**config.mk**
```make
export PLATFORM = sky130hd
export DESIGN_NAME = fetch_ctrl
export DESIGN_NICKNAME = d
export VERILOG_FILES = /design/src/rtl/fetch_pkg.sv /design/src/rtl/fetch_ctrl.sv
export SDC_FILE = /design/constraint.sdc
export NUM_CORES = 1
export LEC_CHECK = 0
export CORE_MARGIN = 3
export CORE_UTILIZATION = 40
export CTS_CLUSTER_DIAMETER = 200
export DETAILED_ROUTE_END_ITERATION = 16
export PLACE_DENSITY = 0.82
export REMOVE_ABC_BUFFERS = 1
export SLEW_MARGIN = 5
export SYNTH_ARGS = -nofsm -noshare
export SYNTH_HDL_FRONTEND = slang
export SYNTH_SLANG_ARGS = --single-unit
```
**constraint.sdc**
```tcl
create_clock -name clk -period 3.1 [get_ports clk]
set_input_delay 0.62 -clock clk [delete_from_list [all_inputs] [get_ports clk]]
set_output_delay 0.62 -clock clk [all_outputs]
set_load 0.01 [all_outputs]
```
**src/rtl/fetch_pkg.sv**
```systemverilog
// Shared types and constants for the instruction-fetch sequencer.
package fetch_pkg;

  localparam int XLEN = 32;

  localparam logic [XLEN-1:0] PC_INC     = 32'd4;
  localparam logic [XLEN-1:0] ALIGN_MASK = 32'hFFFF_FFFC;

  typedef enum logic [1:0] {
    IDLE  = 2'd0,
    FETCH = 2'd1,
    HOLD  = 2'd2
  } state_t;

endpackage

```
**src/rtl/fetch_ctrl.sv**
```systemverilog
// Instruction-fetch sequencer: PC update, imem request/ack handshake and
// IF/ID valid/ready hand-off, with redirects accepted at any point after IDLE.
//
// state | meaning
// IDLE  | one cycle after reset, latches pc_i as the first fetch address
// FETCH | request outstanding at addr_q until ack (kill = discard that ack)
// HOLD  | fetched instruction buffered, offered to IF/ID
module fetch_ctrl
  import fetch_pkg::*;
(
  input  logic            clk,
  input  logic            rstn,
  input  logic [XLEN-1:0] pc_i,
  output logic [XLEN-1:0] npc_o,
  output logic            pc_en_o,
  output logic            imem_req_o,
  output logic [XLEN-1:0] imem_addr_o,
  input  logic            imem_ack_i,
  input  logic [XLEN-1:0] imem_rdata_i,
  input  logic            redirect_i,
  input  logic [XLEN-1:0] redirect_pc_i,
  output logic            if_valid_o,
  input  logic            if_ready_i,
  output logic [XLEN-1:0] if_inst_o,
  output logic [XLEN-1:0] if_pc_o
);

  state_t          state;
  logic            kill;
  logic [XLEN-1:0] addr_q;
  logic [XLEN-1:0] inst_q;
  logic [XLEN-1:0] pc_q;

  logic redir_act;
  logic accept;

  assign redir_act = redirect_i && (state != IDLE);
  assign accept    = (state == HOLD) && !redirect_i && if_ready_i;

  assign npc_o       = redir_act ? (redirect_pc_i & ALIGN_MASK) : (pc_q + PC_INC);
  assign pc_en_o     = redir_act || accept;
  assign imem_req_o  = (state == FETCH);
  assign imem_addr_o = addr_q;
  assign if_valid_o  = (state == HOLD) && !redirect_i;
  assign if_inst_o   = inst_q;
  assign if_pc_o     = pc_q;

  always_ff @(posedge clk or negedge rstn) begin
    if (!rstn) begin
      state  <= IDLE;
      kill   <= 1'b0;
      addr_q <= '0;
      inst_q <= '0;
      pc_q   <= '0;
    end else begin
      unique case (state)
        IDLE: begin
          state  <= FETCH;
          addr_q <= pc_i;
        end
        FETCH: begin
          if (imem_ack_i) begin
            if (kill || redirect_i) begin
              // stale data: refetch from the PC the redirect has just loaded
              kill   <= 1'b0;
              addr_q <= pc_en_o ? npc_o : pc_i;
            end else begin
              inst_q <= imem_rdata_i;
              pc_q   <= addr_q;
              state  <= HOLD;
            end
          end else if (redirect_i) begin
            kill <= 1'b1;
          end
        end
        HOLD: begin
          if (pc_en_o) begin
            state  <= FETCH;
            addr_q <= npc_o;
          end
        end
        default: state <= IDLE;
      endcase
    end
  end

endmodule

```
---- Word-level counts from Yosys, hierarchy flattened ----
Index checks and enable logic that the tools add are counted.
cells by class
  add/subtract/negate cells ............... 1
  equal/unequal tests ..................... 7
  multiplexer cells ....................... 13
  bitwise gates (word level) .............. 1
  reductions and logical operators ........ 14
operators with widths
  operator                                        count
  two-way mux 32 bit                              5
  one-hot mux 32 bit (3 select lines)             1
  adder 32 x 3 -> 32 bit (second input constant)  1
  AND reduction 3 bit                             3
  two-way mux 2 bit                               3
  != test 2 x 1 -> 1 bit (second input constant)  3
  one-hot mux 2 bit (3 select lines)              1
  != test 2 bit (second input constant)           2
  AND reduction 4 bit                             1
  nonzero test 2 bit                              2
  logical AND 1 bit                               3
  two-way mux 1 bit                               3
  nonzero test 3 bit                              1
  == test 2 x 1 -> 1 bit (second input constant)  1
  == test 2 bit (second input constant)           1
  logical NOT 2 bit                               1
  logical OR 1 bit                                2
  logical NOT 1 bit                               1
  inverter 1 bit                                  1
storage, ports and cells
  bits in registers ....................... 99
  bits of input ports ..................... 101
  output and inout port bits .............. 131
  word-level logic and storage cells ...... 41

---- Longest topological paths before layout ----
Gate-level depths: netlist of the first run.
  depth after elaboration ................. 8
  gate-level depth with buffers ........... 10
  gate-level depth less buffers ........... 8

---- Worst setup path before layout of the first run ----
No wires, ideal clock.
  path kind ............................... register to output
  from .................................... register state[0]
  to ...................................... output port npc_o[16]
  data arrival time ....................... 1806 ps
  data required time ...................... 2480 ps
  setup slack ............................. 674 ps
  stages on the path, launching flop included .. 8
  path buffers ............................ 2
  path through ............................ dfrtp_1 inv_1 ha_1 nand2b_1 clkbuf_1 clkbuf_1 nand3_1 and2_1
on the way
  longest elaborated chain between the ends .. 3
ends and longest elaborated chain
  what                      RTL line          source
  start: declaration        fetch_ctrl.sv:28  state_t state;
  start signal: assignment  fetch_ctrl.sv:50  state <= IDLE;
  start signal: assignment  fetch_ctrl.sv:58  state <= FETCH;
  start signal: assignment  fetch_ctrl.sv:70  state <= HOLD;
  nonzero test 2 bit        fetch_ctrl.sv:37  assign redir_act = redirect_i && (state != IDLE);
  logical AND 1 bit         fetch_ctrl.sv:37
  two-way mux 32 bit        fetch_ctrl.sv:40  assign npc_o = redir_act ? (redirect_pc_i & ALIGN_MASK) : (pc_q + PC_INC);
  end: declaration          fetch_ctrl.sv:14  output logic [XLEN-1:0] npc_o,
No other way between the ends.

---- Worst setup path after layout of the first run ----
  from .................................... input port redirect_i
  to ...................................... output port npc_o[4]
on the way
  longest elaborated chain between the ends .. 2
ends and longest elaborated chain
  what                RTL line          source
  start: declaration  fetch_ctrl.sv:20  input logic redirect_i,
  logical AND 1 bit   fetch_ctrl.sv:37
  two-way mux 32 bit  fetch_ctrl.sv:40
No other way between the ends.

==> flow_metrics.tcl, run 1 <==
set metrics [dict create \
    r2r_end "imem_addr_o[19]$_DFFE_PN0P_" \
    syn_to_final_growth_pct 69.6 \
    cts_tree "built" \
    post-synth-top-count-cell "dfrtp_1" \
    crit_chain "clkdlybuf4s50_1 -> nor2b_4 -> buf_4 -> clkbuf_16 -> o21ai_0 -> clkdlybuf4s50_1" \
    maxSlewViolCount 0 \
    r2r_start "state[1]$_DFFE_PN0P_" \
    pin_count 232 \
    worstMarginPinSlew_ns 0.587 \
    start_util_pct 41.7 \
    rsz0062_at_grt "yes" \
    maxCapViolCount 0 \
    grt_remaining_overflow 0 \
    drc 0 \
    grt.met3_usage_pct 7.26 \
    power.density_mw_per_mm2 1050 \
    via_count 5120 \
    fmax_mhz 323 \
    grt_antenna_before_repair 0 \
    syn_inst 491 \
    synthTopCellsByCount "dfrtp_1, mux2_2, nand2_1" \
    dp_hpwl_um 13100 \
    grt_pass1_wl_um 28300 \
    critPathKind "in2out" \
    cts_inserted_buffers 9 \
    critPathLaunchType "input pin" \
    numPortBuffers 229 \
    fin_crit_ns 3.09 \
    ys_ff_latch 99 \
    r2r_cells 10 \
    ys_top_cells_by_area "dfrtp_1, mux2_2, nand2_1" \
    die_h_um 119 \
    std_cell_rows 40 \
    drive_gt1_share_pct 25.8 \
    hold_path.class "in2async" \
    wl_um 18600 \
    track_usage_pct 25.1 \
    reg2reg_slack_ns 0.46 \
    worst-path-buf-inv 4 \
    drtAntennaViolNets 0 \
    finalHoldViolCount 0 \
    synth_ff_type "dfrtp_1" \
    worst_ir_drop_vdd_mv 0.578 \
    synth_area_leader_cell "dfrtp_1" \
    grt_most_used_layer "met2" \
    p_leak_nw 3.72 \
    ys_seq_area_share_pct 48.5 \
    cts_max_level 3 \
    setup_viol 0 \
    yosysTopAreaCellShare_pct 48.5 \
    grt_use_met1_pct 30.1 \
    end_kind "primary output" \
    slowest_delay_ns 0.59 \
    crit_arrival_ns 2.47 \
    synth_edf_count 0 \
    cts_hold_buf 0 \
    slowest_stage "clkdlybuf4s50_1" \
    crit_top_cell "clkdlybuf4s50_1" \
    clk_latency_ns 0.36 \
    dr.first_iter.drc_count 371 \
    core_area_sq_mm 0.0123 \
    syn_area_per_cell_sq_um 10.4 \
    root_buffer "clkbuf_16" \
    antenna-diode-count 0 \
    yosys_warnings 0 \
    hold_ws_ns 0.258 \
    via_per_inst 5.42 \
    grt_pass1_vias 5285 \
    cts.sinks 99 \
    required_ns 2.48 \
    grt_max_degree 68 \
    finClkSkew_ns 0.0106 \
    final_util_pct 70.7 \
    syn_area_sq_mm 0.00511 \
    crit_path_max_fanout 14 \
    die_w_um 119 \
    die_area_sq_mm 0.0142 \
    crit_family "buffers and inverters" \
    first_pass_iters 5 \
    wl_per_cell_um 19.7 \
    setup_ws_ns 0.00691 \
    pre_cts_slack_ns 0.0441 \
    met2_usage_pct 42.7 \
    async_flop_share_pct 100 \
    outcome "finished, final reports clean" \
    gpl.final_weighted_congestion 0.831 \
    clk_pin_slew_ns 0.08 \
    cts_buffer_depth 2 \
    min_period_over_period_pct 99.8 \
    yosysUniqueCellTypes 53 \
    relSlewSlack_pct 60.9 \
    nNetsFinal 877 \
]
## per-layer routing
layer / routed length [um] / vias up
met3: 1510 / 36
met2: 9250 / 247
met1: 7410 / 2498
met5: 0 / -
li1: - / 2339
met4: 442 / 0
## cell type report
cell class                      instances  area (sq um)
Clock buffer                            9           225
Clock inverter                          7           124
Fill cell                             886          3590
Inverter                                5          18.8
Multi-Input combinational cell        358          2690
Sequential cell                        99          2490
Tap cell                              168           210
Timing Repair Buffer                  298          2910
## layout by cell type, fill, tap and decap left out, types with 10 or more instances in the layout
cell type and instances:
xor2_1 10, dfrtp_1 89, o21ai_0 35, dfrtp_2 10, dlymetal6s2s_1 12, clkdlybuf4s50_1 211
nand2_1 55, a21oi_1 21, buf_4 63, nor2_1 24, clkbuf_16 10, mux2_2 62
a22oi_1 11, nand3_1 12, nand4_1 10
## flip-flops by register name, indices dropped and copies added (netlist names)
| signal | count |
|---|---|
| kill | 1 |
| if_inst_o | 32 |
| if_pc_o | 32 |
| imem_addr_o | 32 |
| state | 2 |
## power breakdown
group	internal [mW]	switching (mW)	total, mW
logic	2.86	2.41	5.26
registers	1.93	0.543	2.47
clock network	0.797	0.530	1.33
## worst max path at each step
stage          cells after the start                           to               startpoint
6_report                           6                     npc_o[4]               redirect_i
3_5_place_dp                       6                    npc_o[12]               redirect_i
5_1_grt                            6                     npc_o[5]               redirect_i
3_3_place_gp                       6                    npc_o[29]               redirect_i
2_1_floorplan                      8  imem_addr_o[11]$_DFFE_PN0P_     state[0]$_DFFE_PN0P_
4_1_cts                            7                    npc_o[25]  if_pc_o[13]$_DFFE_PN0P_
## repair_timing
item,4_1_cts,5_1_grt
pin swaps,3,8
cloned,0,1
resized for setup,33,39
setup endpoints to repair,24,17
setup buffers,6,21
## through the flow
stage / area [sq um] / power [mW] / cells / setup TNS, ns
after floorplan: 4980 / 4.53 / 462 / -7.47
after global placement: 7850 / 7.23 / 900 / 0
after detailed placement: 7850 / 7.39 / 900 / 0
after CTS: 8310 / 8.83 / 922 / -0.0180
after global routing: 8670 / 9.57 / 944 / -0.286
final: 8670 / 9.06 / 944 / 0
## kinds of logic (layout without fill, tap and decap cells)
family / after synthesis / after routing / share of synthesized area, %
AOI/OAI and AO/OA: 115 / 115 / 14.7
xor gates and xnor gates: 20 / 20 / 3.43
adders and majority gates: 5 / 5 / 1.22
buffers and inverters: 34 / 319 / 2.91
DFF: 99 / 99 / 48.5
muxes: 63 / 63 / 13.9
and+or+nand+nor: 155 / 155 / 15.4
(Power assumes the default switching activity.)
==> run 2, diff against run 1 <==
- SLEW_MARGIN: 5 -> default
==> results of run 2 <==
The final DEF is identical to that of run 1; final timing and power are the same.
==> run 3, diff against run 2 <==
- TNS_END_PERCENT: default -> 5
==> run 3 against run 2 <==
Compared with the run above:
- the flow now finishes with violations (setup timing)
- power decreased by 2.6%
- clock power about the same
- die area unchanged
- flip-flop and latch count unchanged
- critical path depth increased by 1
- setup slack got worse by 0.024 ns
- count of clock-buffer cells in the layout unchanged
- clock skew decreased by 0.0024 ns
- register-to-register slack improved by 0.07 ns
- worst hold slack improved by 0.0074 ns
- combinational power decreased by 4.6%
- critical path type is now reg2out
- critical endpoint is now npc_o[25]
- highest routed layer unchanged
==> flow_metrics.tcl, run 3 (same netlist as run 1, synthesis figures left out) <==
set metrics [dict create \
    dp_hpwl_um 13100 \
    crit_chain "and4_4 -> nand4_1 -> nor4_2 -> xor2_1 -> nor2_1 -> nor2_1 -> clkdlybuf4s50_1" \
    finClkSkew_ns 0.00821 \
    syn_to_final_growth_pct 64.6 \
    crit_top_cell "nor2_1" \
    violations "setup timing" \
    dp_cells 900 \
    relSlewSlack_pct 60.5 \
    min_period_over_period_pct 101 \
    drtAntennaViolNets 0 \
    worst_ir_drop_vdd_mv 0.569 \
    pin_count 232 \
    via_per_inst 5.43 \
    die_h_um 119 \
    core_area_sq_mm 0.0123 \
    wl_um 17900 \
    met2_usage_pct 42.5 \
    std_cell_rows 40 \
    pre_cts_slack_ns 0.0441 \
    worst-path-buf-inv 1 \
    r2r_start "state[1]$_DFFE_PN0P_" \
    final_cell_mix "clkdlybuf4s50_1, dfrtp_1, mux2_2" \
    wl_per_cell_um 19.5 \
    fin_area_sq_mm 0.00841 \
    drive_gt1_share_pct 23.2 \
    crit_family "simple AND/OR/NAND/NOR gates" \
    grt_antenna_before_repair 0 \
    cts_max_level 3 \
    slowest_delay_ns 0.55 \
    first_pass_iters 4 \
    die_w_um 119 \
    numPortBuffers 229 \
    fin_crit_ns 3.12 \
    gpl.final_weighted_congestion 0.831 \
    via_count 5003 \
    root_buffer "clkbuf_16" \
    required_ns 2.48 \
    r2r_cells 10 \
    dr.first_iter.drc_count 336 \
    cts_buffer_depth 2 \
    hold_path.class "in2async" \
    maxSlewViolCount 0 \
    critPathKind "reg2out" \
    reg2reg_slack_ns 0.53 \
    path_depth 7 \
    cts_inserted_buffers 9 \
    p_leak_nw 3.53 \
    finalHoldViolCount 0 \
    worstMarginPinSlew_ns 0.592 \
    track_usage_pct 25.0 \
    slowest_stage "clkdlybuf4s50_1" \
    grt_remaining_overflow 0 \
    grt_most_used_layer "met2" \
    start_util_pct 41.7 \
    final_util_pct 68.6 \
    setup_viol 1 \
    final_common_cell "clkdlybuf4s50_1" \
    maxCapViolCount 0 \
    crit_path_max_fanout 6 \
    cts_tree "built" \
    grt_use_met1_pct 30.0 \
    fin_cells 922 \
    clk_pin_slew_ns 0.07 \
    cts.sinks 99 \
    fin_tns_setup_ns -0.0176 \
    multi_input_comb_area_sq_mm 0.00263 \
    outcome "finished, violations left" \
    grt_pass1_wl_um 28200 \
    crit_arrival_ns 2.50 \
    grt_max_degree 68 \
    antenna-diode-count 0 \
    drc 0 \
    nNetsFinal 855 \
    die_area_sq_mm 0.0142 \
    clk_latency_ns 0.35 \
    fill_cells 916 \
    fmax_mhz 321 \
    critPathLaunchType "register" \
    power.density_mw_per_mm2 1050 \
    crit_start "if_pc_o[4]$_DFFE_PN0P_" \
    place_area_sq_mm 0.00785 \
    end_kind "primary output" \
    grt_pass1_vias 5243 \
    rsz0062_at_grt "yes" \
    grt.met3_usage_pct 7.45 \
    final-seq-area_sq_mm 0.00249 \
    setup_ws_ns -0.0176 \
    crit_end "npc_o[25]" \
    r2r_end "imem_addr_o[19]$_DFFE_PN0P_" \
]
==> run 3: cell type report <==
class | count | area share [%]
Timing Repair Buffer | 276 | 32.3
Clock inverter | 7 | 1.47
Tap cell | 168 | 2.50
Multi-Input combinational cell | 358 | 31.2
Sequential cell | 99 | 29.6
Clock buffer | 9 | 2.68
Inverter | 5 | 0.223
==> run 3: power breakdown <==
part           switching [mW]  total (mW)  leakage, nW  internal (mW)
clock network           0.527        1.32        0.167          0.796
registers               0.551        2.48         1.21           1.93
logic                    2.29        5.02         2.16           2.72
total                    3.37        8.82         3.53           5.45
==> run 3: per-layer routing <==
metal	part of all wire, %	wire (um)
met1	39	6970
met2	51	9060
met3	8.5	1520
met4	2.2	386
met5	0	0
==> run 3: metrics by stage <==
stage	power, mW	hold WS (ns)
2_1_floorplan	4.53	0.324
3_3_place_gp	7.23	0.486
3_5_place_dp	7.39	0.495
4_1_cts	8.80	0.276
5_1_grt	9.34	0.298
6_report	8.82	0.265
==> run 3: worst min path at each step <==
stage,depth (start not counted),slack (ns),startpoint,endpoint
finish,1,0.26,rstn,state[1]$_DFFE_PN0P_
detailed placement,1,0.50,if_inst_o[12]$_DFFE_PN0P_,if_inst_o[12]$_DFFE_PN0P_
CTS,1,0.28,rstn,if_pc_o[3]$_DFFE_PN0P_
global placement,2,0.49,imem_addr_o[2]$_DFFE_PN0P_,imem_addr_o[2]$_DFFE_PN0P_
global route,1,0.30,rstn,state[1]$_DFFE_PN0P_
floorplan,0,0.32,rstn,if_inst_o[0]$_DFFE_PN0P_
==> run 3: what timing repair did <==
item | CTS | global route
hold buffers | 0 | 0
buffers inserted | 1 | 5
endpoints found under the setup margin | 24 | 18
resized for setup | 34 | 24
pin swaps | 3 | 4
